## src/rtl/lsu_pkg.sv

```systemverilog
// Shared decode constants, access-size encodings and FSM states for the load/store MEM stage.
package lsu_pkg;

   localparam logic [6:0] OpLoad   = 7'b0000011;
   localparam logic [6:0] OpStore  = 7'b0100011;
   localparam logic [6:0] OpJal    = 7'b1101111;
   localparam logic [6:0] OpJalr   = 7'b1100111;
   localparam logic [6:0] OpBranch = 7'b1100011;

   // funct3[1:0] selects the size; funct3[2] selects zero-extension
   typedef enum logic [1:0] {
      SizeB = 2'd0,
      SizeH = 2'd1,
      SizeW = 2'd2,
      SizeD = 2'd3
   } lsu_size_e;

   typedef enum logic [1:0] {
      StIdle = 2'd0,
      StReq  = 2'd1,
      StRsp  = 2'd2
   } lsu_state_e;

   function automatic logic [7:0] size_mask(lsu_size_e size);
      logic [7:0] mask;
      case (size)
         SizeB:   mask = 8'h01;
         SizeH:   mask = 8'h03;
         SizeW:   mask = 8'h0F;
         default: mask = 8'hFF;
      endcase
      return mask;
   endfunction

endpackage

```

## src/rtl/lsu_align.sv

```systemverilog
// Combinational lane logic: byte enables, store-data replication and misalignment on the request
// side; lane shift and sign/zero extension of raw read data on the response side.
module lsu_align
   import lsu_pkg::*;
#(
   parameter int unsigned XLEN = 32
) (
   input  logic [1:0]                    req_size_i,
   input  logic [XLEN-1:0]               req_addr_i,
   input  logic [XLEN-1:0]               req_rs2_i,
   output logic [XLEN/8-1:0]             be_o,
   output logic [XLEN-1:0]               wdata_o,
   output logic                          misalign_o,
   input  logic [1:0]                    rsp_size_i,
   input  logic                          rsp_uns_i,
   input  logic [$clog2(XLEN/8)-1:0]     rsp_lane_i,
   input  logic [XLEN-1:0]               rdata_i,
   output logic [XLEN-1:0]               ld_data_o
);

   localparam int unsigned NB    = XLEN / 8;
   localparam int unsigned LaneW = $clog2(NB);

   logic [LaneW-1:0] req_lane;
   logic [NB-1:0]    req_mask;
   logic [XLEN-1:0]  shifted;
   logic [XLEN-1:0]  keep;
   logic             sign;

   assign req_lane = req_addr_i[LaneW-1:0];
   assign req_mask = NB'(size_mask(lsu_size_e'(req_size_i)));
   assign be_o     = req_mask << req_lane;

   always_comb begin
      wdata_o    = req_rs2_i;
      misalign_o = 1'b0;
      case (lsu_size_e'(req_size_i))
         SizeB: begin
            wdata_o = {NB{req_rs2_i[7:0]}};
         end
         SizeH: begin
            wdata_o    = {(NB/2){req_rs2_i[15:0]}};
            misalign_o = req_addr_i[0];
         end
         SizeW: begin
            wdata_o    = {(NB/4){req_rs2_i[31:0]}};
            misalign_o = |req_addr_i[1:0];
         end
         default: begin
            // A 32-bit datapath has no doubleword lanes, so D is never performed there
            misalign_o = (XLEN < 64) || (|req_addr_i[2:0]);
         end
      endcase
   end

   assign shifted = rdata_i >> {rsp_lane_i, 3'b000};

   always_comb begin
      keep = '1;
      sign = shifted[XLEN-1];
      case (lsu_size_e'(rsp_size_i))
         SizeB: begin
            keep = XLEN'(8'hFF);
            sign = shifted[7];
         end
         SizeH: begin
            keep = XLEN'(16'hFFFF);
            sign = shifted[15];
         end
         SizeW: begin
            keep = XLEN'(32'hFFFF_FFFF);
            sign = shifted[31];
         end
         default: ;
      endcase
      ld_data_o = (shifted & keep) | ({XLEN{sign & ~rsp_uns_i}} & ~keep);
   end

endmodule

```

## src/rtl/lsu_mem_stage.sv

```systemverilog
// Pipelined MEM stage: issues one data-memory transaction at a time over req/gnt/rvalid,
// and produces a single-cycle MEM/WB pulse per accepted instruction.
module lsu_mem_stage
   import lsu_pkg::*;
#(
   parameter int unsigned XLEN   = 32,
   parameter int unsigned PC_INC = 4
) (
   input  logic                clk,
   input  logic                reset,
   input  logic                flush,
   input  logic                in_valid,
   output logic                in_ready,
   input  logic [XLEN-1:0]     in_pc,
   input  logic [31:0]         in_inst,
   input  logic [XLEN-1:0]     in_alu,
   input  logic [XLEN-1:0]     in_rs2,
   output logic                dmem_req,
   output logic                dmem_we,
   output logic [XLEN-1:0]     dmem_addr,
   output logic [XLEN/8-1:0]   dmem_be,
   output logic [XLEN-1:0]     dmem_wdata,
   input  logic                dmem_gnt,
   input  logic                dmem_rvalid,
   input  logic [XLEN-1:0]     dmem_rdata,
   output logic                wb_valid,
   output logic                wb_we,
   output logic [4:0]          wb_rd,
   output logic [XLEN-1:0]     wb_data,
   output logic                wb_misalign
);

   localparam int unsigned NB    = XLEN / 8;
   localparam int unsigned LaneW = $clog2(NB);

   lsu_state_e state_q, state_d;
   logic [XLEN-1:0] addr_q, addr_d;
   logic [NB-1:0]   be_q, be_d;
   logic [XLEN-1:0] wdata_q, wdata_d;
   logic            we_q, we_d;
   logic [4:0]      rd_q, rd_d;
   logic [1:0]      size_q, size_d;
   logic            uns_q, uns_d;
   logic            drop_q, drop_d;
   logic            wb_valid_q, wb_valid_d;
   logic            wb_we_q, wb_we_d;
   logic [4:0]      wb_rd_q, wb_rd_d;
   logic [XLEN-1:0] wb_data_q, wb_data_d;
   logic            wb_misalign_q, wb_misalign_d;

   logic [6:0]      opcode;
   logic [2:0]      funct3;
   logic [4:0]      rd;
   logic            is_load, is_store, is_mem, is_link, is_branch, misalign;
   logic [NB-1:0]   req_be;
   logic [XLEN-1:0] req_wdata;
   logic            req_mis;
   logic [XLEN-1:0] ld_data;

   assign opcode    = in_inst[6:0];
   assign funct3    = in_inst[14:12];
   assign rd        = in_inst[11:7];
   assign is_load   = (opcode == OpLoad);
   assign is_store  = (opcode == OpStore);
   assign is_mem    = is_load | is_store;
   assign is_link   = (opcode == OpJal) | (opcode == OpJalr);
   assign is_branch = (opcode == OpBranch);
   assign misalign  = is_mem & req_mis;

   lsu_align #(
      .XLEN (XLEN)
   ) u_align (
      .req_size_i (funct3[1:0]),
      .req_addr_i (in_alu),
      .req_rs2_i  (in_rs2),
      .be_o       (req_be),
      .wdata_o    (req_wdata),
      .misalign_o (req_mis),
      .rsp_size_i (size_q),
      .rsp_uns_i  (uns_q),
      .rsp_lane_i (addr_q[LaneW-1:0]),
      .rdata_i    (dmem_rdata),
      .ld_data_o  (ld_data)
   );

   always_comb begin
      state_d       = state_q;
      addr_d        = addr_q;
      be_d          = be_q;
      wdata_d       = wdata_q;
      we_d          = we_q;
      rd_d          = rd_q;
      size_d        = size_q;
      uns_d         = uns_q;
      drop_d        = drop_q;
      wb_valid_d    = 1'b0;
      wb_we_d       = wb_we_q;
      wb_rd_d       = wb_rd_q;
      wb_data_d     = wb_data_q;
      wb_misalign_d = wb_misalign_q;

      case (state_q)
         StIdle: begin
            if (in_valid && !flush) begin
               if (is_mem && !misalign) begin
                  addr_d  = in_alu;
                  be_d    = req_be;
                  wdata_d = req_wdata;
                  we_d    = is_store;
                  rd_d    = rd;
                  size_d  = funct3[1:0];
                  uns_d   = funct3[2];
                  state_d = StReq;
               end else begin
                  wb_valid_d    = 1'b1;
                  wb_we_d       = !is_store && !is_branch && (rd != 5'd0) && !misalign;
                  wb_rd_d       = rd;
                  wb_data_d     = is_link ? in_pc + XLEN'(PC_INC) : in_alu;
                  wb_misalign_d = misalign;
               end
            end
         end
         StReq: begin
            if (flush) begin
               state_d = StIdle;
            end else if (dmem_gnt) begin
               if (we_q) begin
                  wb_valid_d    = 1'b1;
                  wb_we_d       = 1'b0;
                  wb_rd_d       = rd_q;
                  wb_data_d     = addr_q;
                  wb_misalign_d = 1'b0;
                  state_d       = StIdle;
               end else if (dmem_rvalid) begin
                  wb_valid_d    = 1'b1;
                  wb_we_d       = (rd_q != 5'd0);
                  wb_rd_d       = rd_q;
                  wb_data_d     = ld_data;
                  wb_misalign_d = 1'b0;
                  state_d       = StIdle;
               end else begin
                  state_d = StRsp;
               end
            end
         end
         StRsp: begin
            // A flushed load still has data in flight; absorb it silently
            if (flush) begin
               drop_d = 1'b1;
            end
            if (dmem_rvalid) begin
               if (!drop_q && !flush) begin
                  wb_valid_d    = 1'b1;
                  wb_we_d       = (rd_q != 5'd0);
                  wb_rd_d       = rd_q;
                  wb_data_d     = ld_data;
                  wb_misalign_d = 1'b0;
               end
               drop_d  = 1'b0;
               state_d = StIdle;
            end
         end
         default: state_d = StIdle;
      endcase
   end

   always_ff @(posedge clk or posedge reset) begin
      if (reset) begin
         state_q       <= StIdle;
         addr_q        <= '0;
         be_q          <= '0;
         wdata_q       <= '0;
         we_q          <= 1'b0;
         rd_q          <= '0;
         size_q        <= '0;
         uns_q         <= 1'b0;
         drop_q        <= 1'b0;
         wb_valid_q    <= 1'b0;
         wb_we_q       <= 1'b0;
         wb_rd_q       <= '0;
         wb_data_q     <= '0;
         wb_misalign_q <= 1'b0;
      end else begin
         state_q       <= state_d;
         addr_q        <= addr_d;
         be_q          <= be_d;
         wdata_q       <= wdata_d;
         we_q          <= we_d;
         rd_q          <= rd_d;
         size_q        <= size_d;
         uns_q         <= uns_d;
         drop_q        <= drop_d;
         wb_valid_q    <= wb_valid_d;
         wb_we_q       <= wb_we_d;
         wb_rd_q       <= wb_rd_d;
         wb_data_q     <= wb_data_d;
         wb_misalign_q <= wb_misalign_d;
      end
   end

   // Request is withdrawn combinationally on flush so memory never grants a killed access
   assign dmem_req    = (state_q == StReq) && !flush;
   assign dmem_we     = we_q;
   assign dmem_addr   = addr_q;
   assign dmem_be     = be_q;
   assign dmem_wdata  = wdata_q;
   assign in_ready    = (state_q == StIdle) && !reset;
   assign wb_valid    = wb_valid_q;
   assign wb_we       = wb_we_q;
   assign wb_rd       = wb_rd_q;
   assign wb_data     = wb_data_q;
   assign wb_misalign = wb_misalign_q;

endmodule
```

## config.mk

```make
export PLATFORM = sky130hd
export DESIGN_NAME = lsu_mem_stage
export DESIGN_NICKNAME = d
export VERILOG_FILES = /design/src/rtl/lsu_pkg.sv /design/src/rtl/lsu_align.sv /design/src/rtl/lsu_mem_stage.sv
export SDC_FILE = /design/constraint.sdc
export NUM_CORES = 1
export LEC_CHECK = 0
export BUFFER_PORTS_ARGS = -buffer_cell sky130_fd_sc_hd__buf_2
export CORE_MARGIN = 2
export CORE_UTILIZATION = 45
export DETAILED_ROUTE_END_ITERATION = 6
export PLACE_DENSITY = 0.77
export SLEW_MARGIN = 5
export SYNTH_ARGS = -nofsm -noshare
export SYNTH_HDL_FRONTEND = slang
export SYNTH_SLANG_ARGS = --single-unit
export TNS_END_PERCENT = 10
```

## constraint.sdc

```tcl
create_clock -name clk -period 3.65 [get_ports clk]
set_clock_uncertainty 0.2 [all_clocks]
set_input_delay 0.1825 -clock clk [delete_from_list [all_inputs] [get_ports clk]]
set_output_delay 0.1825 -clock clk [all_outputs]
set_load 0.01 [all_outputs]
```

==> results.sh <==
export IMPL_num_nets_final=1342
export IMPL_port_buffer_count=259
export IMPL_outcome="finished clean"
export IMPL_cts_path_max_buffers=2
export IMPL_clock_fmax_ghz=0.328
export IMPL_drive_gt1_share_pct=28.7
export IMPL_clk_latency_ns=0.43
export IMPL_synth_nets=1018
export IMPL_maxCapViolCount=0
export IMPL_grt_setup_unrepaired="no"
export IMPL_rows=46
export IMPL_area_delta_synth_final_pct=41.0
export IMPL_ys_ff_latch=120
export IMPL_worst_pin_slew_ns=1.03
export IMPL_synthCells=847
export IMPL_layout_min_cycle_time_ns=3.05
export IMPL_whs_ns=0.0139
export IMPL_clkSlewWorstSetupHoldPaths_ns=0.06
export IMPL_design_core_area_mm2=0.0158
export IMPL_powerDensity_mw_per_mm2=443
export IMPL_grt_pass1_vias=7744
export IMPL_total_leakage_power_uw=0.00497
export IMPL_synth_edf_count=0
export IMPL_synth_area_leaders="dfrtp_1 (42%), nand2_1 (13%), mux2i_1 (5.4%)"
export IMPL_postCtsHoldBufs=87
export IMPL_setup_violations=0
export IMPL_yosysWarnings=0
export IMPL_die_w_um=131
export IMPL_cp_endpoint="dmem_we"
export IMPL_ctsResizeCount=0
export IMPL_postLayoutSetupSlackWorst_ns=0.598
export IMPL_yosysUniqueCellTypes=63
export IMPL_ant_nets=0
export IMPL_die_h_um=131
export IMPL_die_area_mm2=0.0170
export IMPL_pin_count=277
export IMPL_hold_viol=0
export IMPL_start_util_pct=45.7
export IMPL_criticalPathCategory="in2reg"
export IMPL_synth_top_area_share_pct=41.7
export IMPL_cts_root_buf="clkbuf_16"
export IMPL_post_cts_setup_buffers=0
export IMPL_gp_congestion=0.902
export IMPL_critPathLaunch="in_inst[3]"
export IMPL_wl_um=26600
export IMPL_yosysTopAreaCell="dfrtp_1"
export IMPL_final_cell_mix="buf_2 (259), nand2_1 (242), dfrtp_1 (120), dlygate4sd3_1 (87)"
export IMPL_dp_slack_ns=0.877
export IMPL_slew_headroom_pct=31.3
export IMPL_layout_commonest_cell="buf_2"
export IMPL_postSynth_asyncResetShare_pct=100
export IMPL_first_pass_iters=6
export IMPL_total_power_uw=4500
export IMPL_dp_hpwl_um=17700
export IMPL_reg2reg_slack_ns=0.86
export IMPL_overflow=0
export IMPL_vias=8034
export IMPL_peakVddDrop_mv=0.301
export IMPL_clkSinkCount=120
export IMPL_grt_pass1_wl_um=40600
export IMPL_dr_first_iter_drc_count=690
export IMPL_track_usage_pct=31.3
export IMPL_critical_path_max_fanout=51
export IMPL_cts_buffers=17
export IMPL_reg2reg_depth=8
export IMPL_synthFlopType="dfrtp_1"
export IMPL_post_route_util_pct=64.5
export IMPL_hold_path_class="in2reg"
export IMPL_worstSetupStartpointType="input port"
export IMPL_crit_required_ns=3.79
export IMPL_antenna_found_initial=6
export IMPL_wl_per_cell_um=18.9
export IMPL_grt_max_degree=78
export IMPL_end_kind="flip-flop"
export IMPL_syn_area_per_cell_um2=8.51
export IMPL_vias_per_cell=5.71
export IMPL_htreeDepth=4
export IMPL_arrival_ns=3.19
export IMPL_drc_errors=0
export IMPL_slew_violations=0
export IMPL_r2r_start="state_q[0]"
export IMPL_ys_seq_area_share_pct=41.7
export IMPL_rr_endpoint="wb_data[0]"
export IMPL_min_period_over_period_pct=83.6
export IMPL_finalSetupTns_ns=0
export IMPL_cts_tree="yes"
export IMPL_syn_cell_area_mm2=0.00721
## cells in the mapped netlist (2+ instances only)
library cell,count
o32a_1,3
o22a_1,2
o31ai_1,6
o22ai_1,2
mux4_2,7
a2111oi_1,5
o21ai_0,38
nand4_2,2
mux2_2,7
xnor2_1,18
nor2_1,44
nand3_1,22
clkbuf_1,30
mux2i_1,39
a22oi_1,22
a211oi_1,7
a2bb2oi_1,2
buf_2,17
nand2_1,242
xor2_1,9
o211a_1,3
a31oi_1,2
nor2b_1,4
and3_1,4
nor3_1,10
nand4_1,7
and2_1,9
buf_4,5
a221oi_1,2
o211ai_1,2
o41ai_1,2
a21o_1,4
nand2b_1,9
a211oi_2,6
inv_1,12
a21oi_1,44
nor4_4,2
o21ai_1,40
o221ai_1,6
nor4_2,2
buf_1,2
ha_1,5
buf_6,2
dfrtp_1,120
## worst max-delay path, cell delays in order
cell and delay, ns:
dlygate4sd3_1 0.54, buf_2 0.13, nor4_2 0.37, and2_1 0.37, nor3b_4 0.23, buf_4 0.53
nand3_1 0.15, dlygate4sd3_1 0.58, o21ai_0 0.08
## logic make-up after synthesis
logic type / share of synthesized area, %
XOR/XNOR: 3.28
buffers and inverters: 4.30
AO/OA/AOI/OAI: 18.6
AND/OR/NAND/NOR: 22.5
multiplexers: 8.85
adder cells (fa/ha/maj): 0.868
flip-flops: 41.7
## report_power, final
group          total [uW]  switching [uW]  internal [uW]
registers            1640             125           1520
logic                1070             599            469
clock network        1790             635           1150
total                4500            1360           3140
## worst min-delay path by stage
stage | slack, ns | startpoint | endpoint | cells after the start
2_1_floorplan | 0.07 | dmem_rvalid | drop_q | 1
3_3_place_gp | 0.18 | in_inst[14] | uns_q | 3
3_5_place_dp | 0.18 | in_inst[14] | uns_q | 3
4_1_cts | 0.002 | in_pc[1] | wb_data[1] | 5
5_1_grt | 0.02 | dmem_rdata[25] | wb_data[25] | 3
6_report | 0.01 | dmem_rdata[25] | wb_data[25] | 3
## sequential cells by signal (all words and copies together) (netlist names)
register and flops:
wb_valid 1, wb_data 32, state_q 2, wb_misalign 1, dmem_be 4, wb_we 1, uns_q 1, rd_q 5
wb_rd 5, dmem_we 1, dmem_addr 32, drop_q 1, dmem_wdata 32, size_q 2
## through the flow
step	cells	cell area, um^2
after global routing	1406	10200
after CTS	1400	10200
after detailed placement	1281	8660
after global placement	1281	8660
final	1407	10200
after floorplan	847	7210
## layout make-up
class,instances,area [um^2]
antenna,7,17.5
clock buffer,19,443
clock inverter,13,178
fill,1298,5600
inverter,12,47.5
multi-input combinational,659,3910
sequential,120,3000
tap,216,270
timing repair buffer,361,2300
## layer usage
layer  track usage (%)  vias to the layer above  part of all wire (%)
met5                 0                        -                     0
met4              19.5                        0                   5.4
met3              6.07                      101                   8.1
met2              48.4                      476                    46
met1              40.6                     3835                    40
li1                  -                     3622                     -
Note: power is estimated with default switching activity, not from simulation.
